`config.mk`:
```
export PLATFORM = sky130hd
export DESIGN_NAME = ontest_fpu_seq
export DESIGN_NICKNAME = d
export VERILOG_FILES = /design/src/rtl/ontest_fpu_seq.sv
export SDC_FILE = /design/constraint.sdc
export NUM_CORES = 1
export LEC_CHECK = 0
export ABC_AREA = 0
export BUFFER_PORTS_ARGS = -buffer_cell sky130_fd_sc_hd__clkbuf_2
export CAP_MARGIN = 20
export CORE_MARGIN = 2
export CORE_UTILIZATION = 59
export DETAILED_ROUTE_END_ITERATION = 6
export PLACE_DENSITY = 0.94
export SYNTH_ARGS = -nofsm -noshare
export SYNTH_HDL_FRONTEND = slang
export SYNTH_SLANG_ARGS = --single-unit
```
`constraint.sdc`:
```
create_clock -name clk -period 9.2 [get_ports clk]
set_input_delay 1.38 -clock clk [delete_from_list [all_inputs] [get_ports clk]]
set_output_delay 1.38 -clock clk [all_outputs]
set_load 0.05 [all_outputs]
```
`src/rtl/ontest_fpu_seq.sv`:
```
// On-board FPU self-test sequencer: LFSR-driven operand campaign with a MISR result signature.
// Optional feature macro: ONTEST_SPECIAL_EN forces special exponents into every 8th operand A.
module ontest_fpu_seq #(
    parameter int unsigned NUM_OPS     = 1,
    parameter int unsigned LATENCY     = 2,
    parameter int unsigned NUM_VECTORS = 1024,
    parameter logic [31:0] SEED        = 32'h00000001
) (
    input  logic        clk,
    input  logic        reset,
    input  logic        start,
    output logic [31:0] op_a,
    output logic [31:0] op_b,
    output logic        op_valid,
    input  logic [31:0] res_in,
    input  logic        res_valid,
    output logic        busy,
    output logic        done,
    output logic        err_timeout,
    output logic [31:0] signature,
    output logic [31:0] vec_count,
    output logic [31:0] result_debug
);
    localparam logic [31:0] NV        = 32'(NUM_VECTORS);
    localparam logic [31:0] TO_LAST   = 32'(LATENCY + 3);
    localparam logic [31:0] LFSR_POLY = 32'h00400007;
    localparam logic [31:0] MISR_POLY = 32'h04C11DB7;

    typedef enum logic [1:0] {S_IDLE, S_RUN, S_DRAIN, S_DONE} state_e;

    state_e      state_q, state_d;
    logic [31:0] lfsr_q, lfsr_d;
    logic [31:0] issue_q, issue_d;
    logic [31:0] timer_q, timer_d;
    logic [31:0] op_a_q, op_a_d;
    logic [31:0] op_b_q, op_b_d;
    logic [31:0] sig_q, sig_d;
    logic [31:0] cnt_q, cnt_d;
    logic [31:0] dbg_q, dbg_d;
    logic        op_valid_q, op_valid_d;
    logic        err_q, err_d;
    logic        busy_q, busy_d;
    logic        done_q, done_d;

    logic        launch, issue, accept;
    logic [31:0] src, src_next, idx;

    function automatic logic [31:0] lfsr_step(input logic [31:0] v);
        return {v[30:0], 1'b0} ^ (v[31] ? LFSR_POLY : 32'h0);
    endfunction

`ifdef ONTEST_SPECIAL_EN
    function automatic logic [7:0] special_exp(input logic [1:0] sel);
        case (sel)
            2'd0:    return 8'h00;
            2'd1:    return 8'hFF;
            2'd2:    return 8'h9E;
            default: return 8'h7F;
        endcase
    endfunction
`endif

    // A launch issues vector 0 straight from SEED on the start edge, so RUN
    // always shows a valid operand on its first cycle.
    always_comb begin
        launch   = ((state_q == S_IDLE) || (state_q == S_DONE)) && start;
        issue    = launch || ((state_q == S_RUN) && (issue_q < NV));
        src      = launch ? SEED : lfsr_q;
        idx      = launch ? 32'h0 : issue_q;
        src_next = lfsr_step(src);
        accept   = ((state_q == S_RUN) || (state_q == S_DRAIN)) && res_valid && (cnt_q < NV);
    end

    always_comb begin
        state_d    = state_q;
        lfsr_d     = lfsr_q;
        issue_d    = issue_q;
        timer_d    = timer_q;
        op_a_d     = op_a_q;
        op_b_d     = op_b_q;
        op_valid_d = op_valid_q;
        sig_d      = sig_q;
        cnt_d      = cnt_q;
        dbg_d      = dbg_q;
        err_d      = err_q;

        if (accept) begin
            sig_d = {sig_q[30:0], 1'b0} ^ (sig_q[31] ? MISR_POLY : 32'h0) ^ res_in;
            cnt_d = cnt_q + 32'd1;
            dbg_d = res_in;
        end

        if (issue) begin
            op_a_d = src;
`ifdef ONTEST_SPECIAL_EN
            if (idx[2:0] == 3'b111) op_a_d[30:23] = special_exp(idx[4:3]);
`endif
            op_b_d     = (NUM_OPS == 2) ? src_next : 32'h0;
            lfsr_d     = (NUM_OPS == 2) ? lfsr_step(src_next) : src_next;
            issue_d    = idx + 32'd1;
            op_valid_d = 1'b1;
        end

        case (state_q)
            S_IDLE, S_DONE: begin
                if (start) begin
                    state_d = S_RUN;
                    sig_d   = '1;
                    cnt_d   = '0;
                    err_d   = 1'b0;
                end
            end
            S_RUN: begin
                if (!issue) begin
                    state_d    = S_DRAIN;
                    op_valid_d = 1'b0;
                    timer_d    = '0;
                end
            end
            S_DRAIN: begin
                // A result landing on the expiry cycle still counts and rearms the timer.
                if (cnt_d == NV) begin
                    state_d = S_DONE;
                end else if (accept) begin
                    timer_d = '0;
                end else if (timer_q == TO_LAST) begin
                    state_d = S_DONE;
                    err_d   = 1'b1;
                end else begin
                    timer_d = timer_q + 32'd1;
                end
            end
            default: state_d = S_IDLE;
        endcase

        busy_d = (state_d == S_RUN) || (state_d == S_DRAIN);
        done_d = (state_d == S_DONE);
    end

    always_ff @(posedge clk or negedge reset) begin
        if (!reset) begin
            state_q    <= S_IDLE;
            lfsr_q     <= '0;
            issue_q    <= '0;
            timer_q    <= '0;
            op_a_q     <= '0;
            op_b_q     <= '0;
            op_valid_q <= 1'b0;
            sig_q      <= '1;
            cnt_q      <= '0;
            dbg_q      <= '0;
            err_q      <= 1'b0;
            busy_q     <= 1'b0;
            done_q     <= 1'b0;
        end else begin
            state_q    <= state_d;
            lfsr_q     <= lfsr_d;
            issue_q    <= issue_d;
            timer_q    <= timer_d;
            op_a_q     <= op_a_d;
            op_b_q     <= op_b_d;
            op_valid_q <= op_valid_d;
            sig_q      <= sig_d;
            cnt_q      <= cnt_d;
            dbg_q      <= dbg_d;
            err_q      <= err_d;
            busy_q     <= busy_d;
            done_q     <= done_d;
        end
    end

    assign op_a         = op_a_q;
    assign op_b         = op_b_q;
    assign op_valid     = op_valid_q;
    assign busy         = busy_q;
    assign done         = done_q;
    assign err_timeout  = err_q;
    assign signature    = sig_q;
    assign vec_count    = cnt_q;
    assign result_debug = dbg_q;

endmodule
```
==> results.sh, run 1 <==
export IMPL_outcome="finished clean"
export IMPL_total_routing_resource_utilization_after_global_routing_pct=25.4
export IMPL_synth_sequential_area_ratio_pct=53.1
export IMPL_post_cts_setup_buffer_count=0
export IMPL_highest_signal_layer="met4"
export IMPL_synthesis_area_per_instance_sq_um=9.79
export IMPL_cap_viol_max_count=0
export IMPL_pwr_share_seq_pct=34.3
export IMPL_grt_remaining_overflow=0
export IMPL_grt_first_pass_wirelength_mm=36.6
export IMPL_critical_path_peak_fanout=84
export IMPL_drc=0
export IMPL_cts_path_max_buffers=3
export IMPL_cts_tree="yes"
export IMPL_port_buffer_count=167
export IMPL_setup_worst_path_class="primary input to flop"
export IMPL_synth_edff_count=0
export IMPL_layoutNonFillerInstCount=1317
export IMPL_finalPower_mw=3.68
export IMPL_cts_repair_resized=0
export IMPL_worstHoldPathType="flop to flop"
export IMPL_holdWs_ns=0.467
export IMPL_via_per_inst=5.58
export IMPL_final_util_pct=68.5
export IMPL_nNetsFinal=1131
export IMPL_clk_latency_ns=0.49
export IMPL_cts_root_buffer="clkbuf_16"
export IMPL_ant_nets=0
export IMPL_io_pins=200
export IMPL_num_fill_cells=1074
export IMPL_synth_async_sr_flop_share_pct=100
export IMPL_worst_slew_pin_tran_ns=1.09
export IMPL_p_per_area_mw_per_mm2=339
export IMPL_fp_dieArea_sq_mm=0.0172
export IMPL_fp_dieH_um=131
export IMPL_post_route_min_period_ns=4.29
export IMPL_layout_area_seq_sq_mm=0.00507
export IMPL_standard_cell_row_count=46
export IMPL_critical_path_endpoint_type="flop"
export IMPL_setup_viol_count_final=0
export IMPL_grt_max_degree=86
export IMPL_clockPowerShare_pct=21.6
export IMPL_htree_levels=1
export IMPL_max_slew_margin_pct=27.0
export IMPL_layout_worst_path_cycle_share_pct=46.6
export IMPL_proportion_of_layout_cells_with_a_drive_suffix_above_1_pct=22.9
export IMPL_fin_skew_ns=0.0107
export IMPL_design_area_final_sq_mm=0.0108
export IMPL_post_place_cells=1281
export IMPL_critical_path_at_ns=4.67
export IMPL_yosys_register_bits=201
export IMPL_die_width_um=131
export IMPL_clkTransAtPathRegs_ns=0.06
export IMPL_drt_pre_antenna_iters=5
export IMPL_yosysWarnings=0
export IMPL_ys_dominant_reg_cell="dfrtp_1"
export IMPL_dp_hpwl_mm=13.9
export IMPL_unrepaired_setup_endpoints_after_global_routing="false"
export IMPL_detailed_place_area_sq_mm=0.0102
export IMPL_worst_endpoint_required_ns=9.59
export IMPL_area_growth_pct=13.7
export IMPL_route_final_wire_length_mm=22.0
export IMPL_synth_cell_types=51
export IMPL_initial_utilization_pct=60.3
export IMPL_power_leakage_nw=5.36
export IMPL_finalWeightedCongestion=0.847
export IMPL_final_setup_tns_ns=0
export IMPL_timing_final_ws_setup_ns=4.91
export IMPL_detail_route_iter0_violations=591
export IMPL_number_of_buffers_inserted_by_hold_repair_at_cts=0
export IMPL_synth_cell_area_sq_mm=0.00954
export IMPL_core_area_sq_mm=0.0158
export IMPL_max_freq_mhz=233
export IMPL_final_hold_viols=0
export IMPL_sw_share_pct=46.4
export IMPL_postSynthCellCount=975
export IMPL_dp_slack_ns=4.18
export IMPL_cts_made_buffers=20
export IMPL_detail_route_wirelength_met1_mm=8.97
export IMPL_regToRegSetupSlack_ns=4.96
export IMPL_cts_num_sinks=201
export IMPL_total_switching_power_mw=1.71
export IMPL_power_share_combinational_pct=44.2
export IMPL_intPower_mw=1.97
export IMPL_multi_input_combinational_cell_area_sq_mm=0.00393
export IMPL_grt_antenna_before_repair=0
export IMPL_route_met3_wl_mm=1.46
export IMPL_vias=7355
export IMPL_route_met2_wl_mm=11.0
export IMPL_vdd_ir_drop_max_v=0.000291
export IMPL_number_of_antenna_cells_inserted=0
export IMPL_routed_wire_length_per_instance_um=16.7
export IMPL_worstSetupStartpointType="primary input"
export IMPL_grt_pass1_vias=7260
export IMPL_finalMaxSlewViolations=0
[path summary, 6_finish.rpt]
check / cells past startpoint / end / startpoint
max in group asynchronous: 2 / lfsr_q[28] / reset
worst max-delay path: 11 / timer_q[16] / res_valid
min in group asynchronous: 1 / done / reset
worst min register to register: 2 / result_debug[19] / result_debug[19]
worst max register to register: 12 / timer_q[16] / state_q[0]
worst min-delay path: 2 / result_debug[19] / result_debug[19]
[synth_stat cells, types with 2 or more instances]
cell type,count,area [sq um]
and2_1,49,307
clkbuf_1,46,173
buf_4,61,458
and4_1,4,35.0
xor2_1,41,359
nor2_1,115,432
dfstp_2,32,841
a21oi_1,14,70.1
nand2b_1,11,68.8
a31oi_1,9,56.3
xnor2_1,22,193
o41ai_2,2,32.5
nand3_1,21,105
or3_1,7,43.8
a41oi_1,2,17.5
nor4b_1,2,17.5
mux2i_1,35,350
nor3_1,10,50.1
and3_1,11,68.8
or2_2,2,12.5
or2_1,2,12.5
nand4_1,11,68.8
ha_1,7,87.6
o31ai_1,20,150
buf_1,5,18.8
dfrtp_1,169,4230
inv_1,7,26.3
a211oi_1,3,22.5
o21ai_0,67,335
nand2_1,138,518
o211ai_1,13,97.6
nor4_1,16,100
buf_2,3,15.0
[final cells by class]
| type | instances | area share (%) |
|---|---|---|
| timing repair buffer | 176 | 8.48 |
| clock inverter | 8 | 0.669 |
| multi-input combinational | 682 | 36.2 |
| tap | 216 | 2.49 |
| inverter | 7 | 0.242 |
| clock buffer | 27 | 5.14 |
| sequential | 201 | 46.7 |
[cells in the final DEF (no fill, tap or decap), types with 22 or more instances in the layout]
master / count
dfrtp_1: 169
clkbuf_2: 166
nand2_1: 137
nor2_1: 114
o21ai_0: 67
and2_1: 48
xor2_1: 41
mux2i_1: 35
conb_1: 32
dfstp_2: 32
xnor2_1: 22
[critical path, stage by stage]
cell and delay [ns]:
clkbuf_2 0.08, or3b_1 0.51, or3_2 0.50, buf_4 0.34, o31a_1 0.42, a31oi_4 0.20, o31ai_1 0.11, buf_4 0.18
or2_1 0.39, buf_8 0.25, o41ai_2 0.30
[kinds of logic after synthesis]
group	synth area share (%)
and+or+nand+nor	20.1
other	0.0393
DFF	53.1
AOI/OAI and AO/OA	8.90
adders and majority gates	0.918
xor gates and xnor gates	5.78
buffers and inverters	7.36
muxes	3.79
[power groups by stage]
stage	Sequential [mW]	Clock (mW)	Combinational (mW)
after CTS	1.26	0.800	1.62
final	1.26	0.794	1.63
after global routing	1.28	0.837	1.75
after floorplan	1.70	0	0.812
after detailed placement	1.26	0	1.61
after global placement	1.26	0	1.55
[state kept, by name, indices dropped and copies added, names as in the netlist]
register      flops
issue_q          32
result_debug     32
signature        32
timer_q          32
vec_count        32
lfsr_q           31
op_a              4
state_q           2
busy              1
done              1
err_timeout       1
op_valid          1
[routing by layer]
layer	GRT usage, %	up-vias
li1	-	3416
met1	33.1	3612
met2	43.4	284
met3	5.17	43
met4	7.49	0
met5	0	-
Note: power is estimated with default switching activity, not from simulation.
==> run 2: changes to the inputs <==
Settings changed: CORE_UTILIZATION 59 to 55, PLACE_DENSITY 0.94 to 0.89.
Clock period 9.2 ns to 4 ns, I/O delays scaled along.
==> run 2 against run 1 <==
Critical path depth did not move. Die area increased by 7.1%. Clock skew up 0.0062 ns. Sequential power is 130% higher. Register-to-register slack worse by 4.8 ns. Wire length fell by 4.9%. Flip-flop and latch count did not move. Global-route usage decreased by 2.8 points. Combinational power grew 130%. Final cell count up 1.5%. First-iteration DRC count shrank 16%. Total power up 140%. Critical path type is now flop to flop. Highest routed layer unchanged.
==> results.sh, run 2 (same netlist as run 1, synthesis figures left out) <==
export IMPL_outcome="finished clean"
export IMPL_routed_wire_length_per_instance_um=15.7
export IMPL_max_freq_mhz=259
export IMPL_power_leakage_nw=5.45
export IMPL_grt_remaining_overflow=0
export IMPL_layout_cells_most_common_list="dfrtp_1 (169), clkbuf_2 (166), nand2_1 (137), nor2_1 (114), o21ai_0 (67)"
export IMPL_post_place_cells=1295
export IMPL_via_per_inst=5.44
export IMPL_cts_tree="yes"
export IMPL_worstSetupStartpointType="flop"
export IMPL_clkTransAtPathRegs_ns=0.06
export IMPL_total_switching_power_mw=3.89
export IMPL_detail_route_iter0_violations=498
export IMPL_post_route_min_period_ns=3.86
export IMPL_htree_levels=1
export IMPL_cap_viol_max_count=0
export IMPL_core_area_sq_mm=0.0171
export IMPL_final_util_pct=64.5
export IMPL_dp_hpwl_mm=13.7
export IMPL_layout_worst_path_cycle_share_pct=96.4
export IMPL_setup_worst_path_class="flop to flop"
export IMPL_pwr_share_seq_pct=33.3
export IMPL_area_growth_pct=15.6
export IMPL_intPower_mw=4.77
export IMPL_grt_first_pass_wirelength_mm=34.1
export IMPL_clk_latency_ns=0.50
export IMPL_max_slew_margin_pct=46.0
export IMPL_final_hold_viols=0
export IMPL_initial_utilization_pct=55.7
export IMPL_port_buffer_count=167
export IMPL_number_of_antenna_cells_inserted=0
export IMPL_setup_viol_count_final=0
export IMPL_layoutNonFillerInstCount=1337
export IMPL_grt_pass1_vias=6956
export IMPL_cts_repair_resized=0
export IMPL_grt_max_degree=136
export IMPL_cts_made_buffers=22
export IMPL_worst_slew_pin_tran_ns=0.810
export IMPL_unrepaired_setup_endpoints_after_global_routing="false"
export IMPL_drt_pre_antenna_iters=5
export IMPL_finalMaxSlewViolations=0
export IMPL_drc=0
export IMPL_ant_nets=0
export IMPL_most_common_cell_after_layout_fill_and_taps_aside="dfrtp_1"
export IMPL_worst_endpoint_required_ns=4.39
export IMPL_holdWs_ns=0.327
export IMPL_critical_path_at_ns=4.24
export IMPL_route_final_wire_length_mm=20.9
export IMPL_fp_dieArea_sq_mm=0.0184
export IMPL_p_per_area_mw_per_mm2=784
export IMPL_fp_dieH_um=136
export IMPL_worstHoldPathType="primary input to flop"
export IMPL_nNetsFinal=1139
export IMPL_total_routing_resource_utilization_after_global_routing_pct=22.6
export IMPL_critical_path_peak_fanout=9
export IMPL_grt_antenna_before_repair=0
export IMPL_cts_num_sinks=201
export IMPL_power_share_combinational_pct=42.8
export IMPL_clockPowerShare_pct=23.9
export IMPL_vias=7277
export IMPL_critical_path_endpoint_type="flop"
export IMPL_io_pins=200
export IMPL_standard_cell_row_count=48
export IMPL_final_setup_tns_ns=0
export IMPL_finalPower_mw=8.65
export IMPL_fin_skew_ns=0.0170
export IMPL_die_width_um=136
export IMPL_finalWeightedCongestion=0.817
export IMPL_proportion_of_layout_cells_with_a_drive_suffix_above_1_pct=23.7
export IMPL_cts_path_max_buffers=3
export IMPL_sw_share_pct=44.9
export IMPL_cts_root_buffer="clkbuf_16"
export IMPL_vdd_ir_drop_max_v=0.000624
-- run 2: layout make-up --
class / instances / area [sq um]
fill: 1316 / 6080
sequential: 201 / 5070
multi-input combinational: 682 / 3920
timing repair buffer: 182 / 980
clock buffer: 31 / 656
tap: 225 / 282
clock inverter: 9 / 100
inverter: 7 / 26.3
-- run 2: power groups by stage --
stage                     Combinational [mW]  Sequential [mW]  Clock [mW]
final                                   3.70             2.88        2.07
after global routing                    3.99             2.93        2.19
after CTS                               3.72             2.88        2.12
after detailed placement                3.71             2.89           0
after global placement                  3.59             2.88           0
after floorplan                         1.87             3.91           0
-- run 2: repair_timing --
action | 4_1_cts | 5_1_grt
setup endpoints to repair | 0 | 0
hold buffers | 0 | 1
hold endpoints to repair | 0 | 25
buffers inserted | 0 | 0
-- run 2: metrics by stage --
step / setup slack (ns) / area, sq um
after floorplan: 0.549 / 9660
after global placement: 0.373 / 10200
after detailed placement: 0.197 / 10200
after CTS: 0.172 / 11000
after global routing: 0.0476 / 11000
final: 0.142 / 11000
-- run 2: per-layer routing --
layer / track usage (%) / share of wire, % / up-vias
li1: - / - / 3413
met1: 29.9 / 42 / 3588
met2: 37.2 / 49 / 230
met3: 5.80 / 6.9 / 46
met4: 6.37 / 2.3 / 0
met5: 0 / 0 / -
-- run 2: worst paths after layout --
path                                        from          endpoint  slack (ns)  cells after the start
max in group asynchronous                  reset     signature[30]        2.32                      4
worst min-delay path                  res_in[14]  result_debug[14]        0.33                      3
worst min register to register  result_debug[17]  result_debug[17]        0.47                      2
min in group asynchronous                  reset       timer_q[29]        0.54                      2
worst max register to register        state_q[0]              busy        0.14                     11
worst max-delay path                  state_q[0]              busy        0.14                     11
-- run 2: worst max-delay path, cell delays in order, from the launching register on --
cell     delay (ns)
dfrtp_1        0.39
inv_1          0.06
ha_1           0.40
or3b_1         0.58
or3_4          0.46
nor3_4         0.20
mux2i_1        0.31
a31oi_4        0.14
or3_1          0.42
nor4b_1        0.17
nor3_1         0.33
ha_1           0.29
==> run 3: changes to the inputs <==
Clock period 4 ns to 3.6 ns, I/O delays scaled along.
==> run 3 against run 2 <==
Design area increased by 0.64%. Worst setup slack improved by 0.0044 ns. Register-to-register slack about the same. Critical path depth unchanged. Sequential share of layout area decreased by 0.29 points.
==> results.sh, run 3 (same netlist as run 1, synthesis figures left out) <==
export IMPL_standard_cell_row_count=48
export IMPL_cts_num_sinks=201
export IMPL_power_leakage_nw=5.47
export IMPL_rr_endpoint="busy"
export IMPL_worstHoldPathType="primary input to async pin"
export IMPL_core_area_sq_mm=0.0171
export IMPL_die_width_um=136
export IMPL_number_of_antenna_cells_inserted=0
export IMPL_proportion_of_layout_cells_with_a_drive_suffix_above_1_pct=24.3
export IMPL_worstSetupStartpointType="flop"
export IMPL_post_route_min_period_ns=3.45
export IMPL_layoutNonFillerInstCount=1340
export IMPL_num_fill_cells=1281
export IMPL_cts_tree="yes"
export IMPL_critical_path_peak_fanout=4
export IMPL_final_setup_tns_ns=0
export IMPL_finalWeightedCongestion=0.850
export IMPL_fp_dieArea_sq_mm=0.0184
export IMPL_worstRegToRegCells=11
export IMPL_cts_path_max_buffers=3
export IMPL_finalPower_mw=9.81
export IMPL_setup_worst_path_class="flop to flop"
export IMPL_post_place_cells=1299
export IMPL_timing_final_ws_setup_ns=0.147
export IMPL_vdd_ir_drop_max_v=0.000770
export IMPL_clkTransAtPathRegs_ns=0.06
export IMPL_io_pins=200
export IMPL_total_routing_resource_utilization_after_global_routing_pct=23.0
export IMPL_layout_worst_path_cycle_share_pct=95.9
export IMPL_most_common_cell_after_layout_fill_and_taps_aside="dfrtp_1"
export IMPL_grt_antenna_before_repair=0
export IMPL_outcome="finished clean"
export IMPL_fin_skew_ns=0.0176
export IMPL_ant_nets=0
export IMPL_unrepaired_setup_endpoints_after_global_routing="false"
export IMPL_setup_viol_count_final=0
export IMPL_worst_slew_pin_tran_ns=0.795
export IMPL_finalMaxSlewViolations=0
export IMPL_dp_hpwl_mm=13.8
export IMPL_drt_pre_antenna_iters=5
export IMPL_worst_endpoint_required_ns=3.98
export IMPL_worst_r2r_startpoint="state_q[0]"
export IMPL_layout_cells_most_common_list="dfrtp_1 (169), clkbuf_2 (166), nand2_1 (137), nor2_1 (114), o21ai_0 (67)"
export IMPL_nNetsFinal=1142
export IMPL_max_freq_mhz=290
export IMPL_final_hold_viols=0
export IMPL_drc=0
export IMPL_area_growth_pct=16.4
export IMPL_critical_path_at_ns=3.84
export IMPL_setup_worst_path_end="busy"
export IMPL_grt_pass1_vias=7065
export IMPL_cts_root_buffer="clkbuf_16"
export IMPL_p_per_area_mw_per_mm2=884
export IMPL_layout_area_seq_sq_mm=0.00507
export IMPL_timing_critical_path_from="state_q[0]"
export IMPL_dp_slack_ns=0.0641
export IMPL_via_per_inst=5.39
export IMPL_cts_made_buffers=22
export IMPL_initial_utilization_pct=55.7
export IMPL_clk_latency_ns=0.50
export IMPL_fp_dieH_um=136
export IMPL_routed_wire_length_per_instance_um=15.7
export IMPL_max_slew_margin_pct=47.0
export IMPL_cap_viol_max_count=0
export IMPL_multi_input_combinational_cell_area_sq_mm=0.00393
export IMPL_port_buffer_count=167
export IMPL_grt_first_pass_wirelength_mm=34.7
export IMPL_regToRegSetupSlack_ns=0.15
export IMPL_critical_path_endpoint_type="flop"
export IMPL_vias=7219
export IMPL_route_final_wire_length_mm=21.0
export IMPL_detail_route_iter0_violations=479
export IMPL_grt_max_degree=97
export IMPL_grt_remaining_overflow=0
export IMPL_htree_levels=1
==> run 3: repair_timing <==
item / 4_1_cts / 5_1_grt
buffers inserted: 0 / 1
setup endpoints to repair: 1 / 2
pin swaps: 0 / 1
resized for setup: 1 / 1
hold buffers: 0 / 0
==> run 3: how the worst min path moves through the flow <==
stage	startpoint	end	slack, ns	cells after the start
after floorplan	reset	busy	0.24	0
after global placement	result_debug[19]	result_debug[19]	0.45	2
after detailed placement	result_debug[31]	result_debug[31]	0.46	2
after CTS	reset	timer_q[5]	0.14	1
after global routing	reset	timer_q[7]	0.16	1
final	reset	timer_q[15]	0.09	1
==> run 3: layer usage <==
metal,track usage [%],up-vias,wire length [um]
li1,-,3425,-
met1,30.7,3530,8770
met2,37.7,227,10300
met3,5.42,37,1450
met4,6.94,0,466
met5,0,-,0
==> run 3: layout make-up <==
| class | count | area share (%) |
|---|---|---|
| clock inverters | 11 | 1.49 |
| repair buffers | 185 | 8.94 |
| inverters | 7 | 0.237 |
| clock buffers | 29 | 5.75 |
| multi-input cells | 682 | 35.4 |
| flip-flops and latches | 201 | 45.7 |
| well taps | 225 | 2.54 |
==> run 3: where the power goes <==
part | switching, mW | total, mW | internal [mW] | leakage, nW
Clock | 0.908 | 2.44 | 1.54 | 0.383
Sequential | 0.380 | 3.20 | 2.82 | 2.62
Combinational | 3.07 | 4.17 | 1.10 | 2.47
Total | 4.36 | 9.81 | 5.46 | 5.47
==> run 3: critical path: stages, from the launching register on <==
cell	delay (ns)
dfrtp_1	0.41
inv_1	0.06
ha_1	0.30
or3b_1	0.42
or3_4	0.41
nor3_4	0.21
mux2i_2	0.30
a31oi_4	0.14
or3_1	0.41
nor4b_1	0.16
nor3_1	0.23
ha_1	0.28
==> run 3: through the flow <==
stage	hold slack, ns	area, sq um	utilization, %
floorplan	0.244	9660	-
finish	0.0921	11100	64.9
global placement	0.450	10300	60.1
global route	0.164	11100	64.9
detailed placement	0.459	10300	60.1
CTS	0.143	11100	64.8
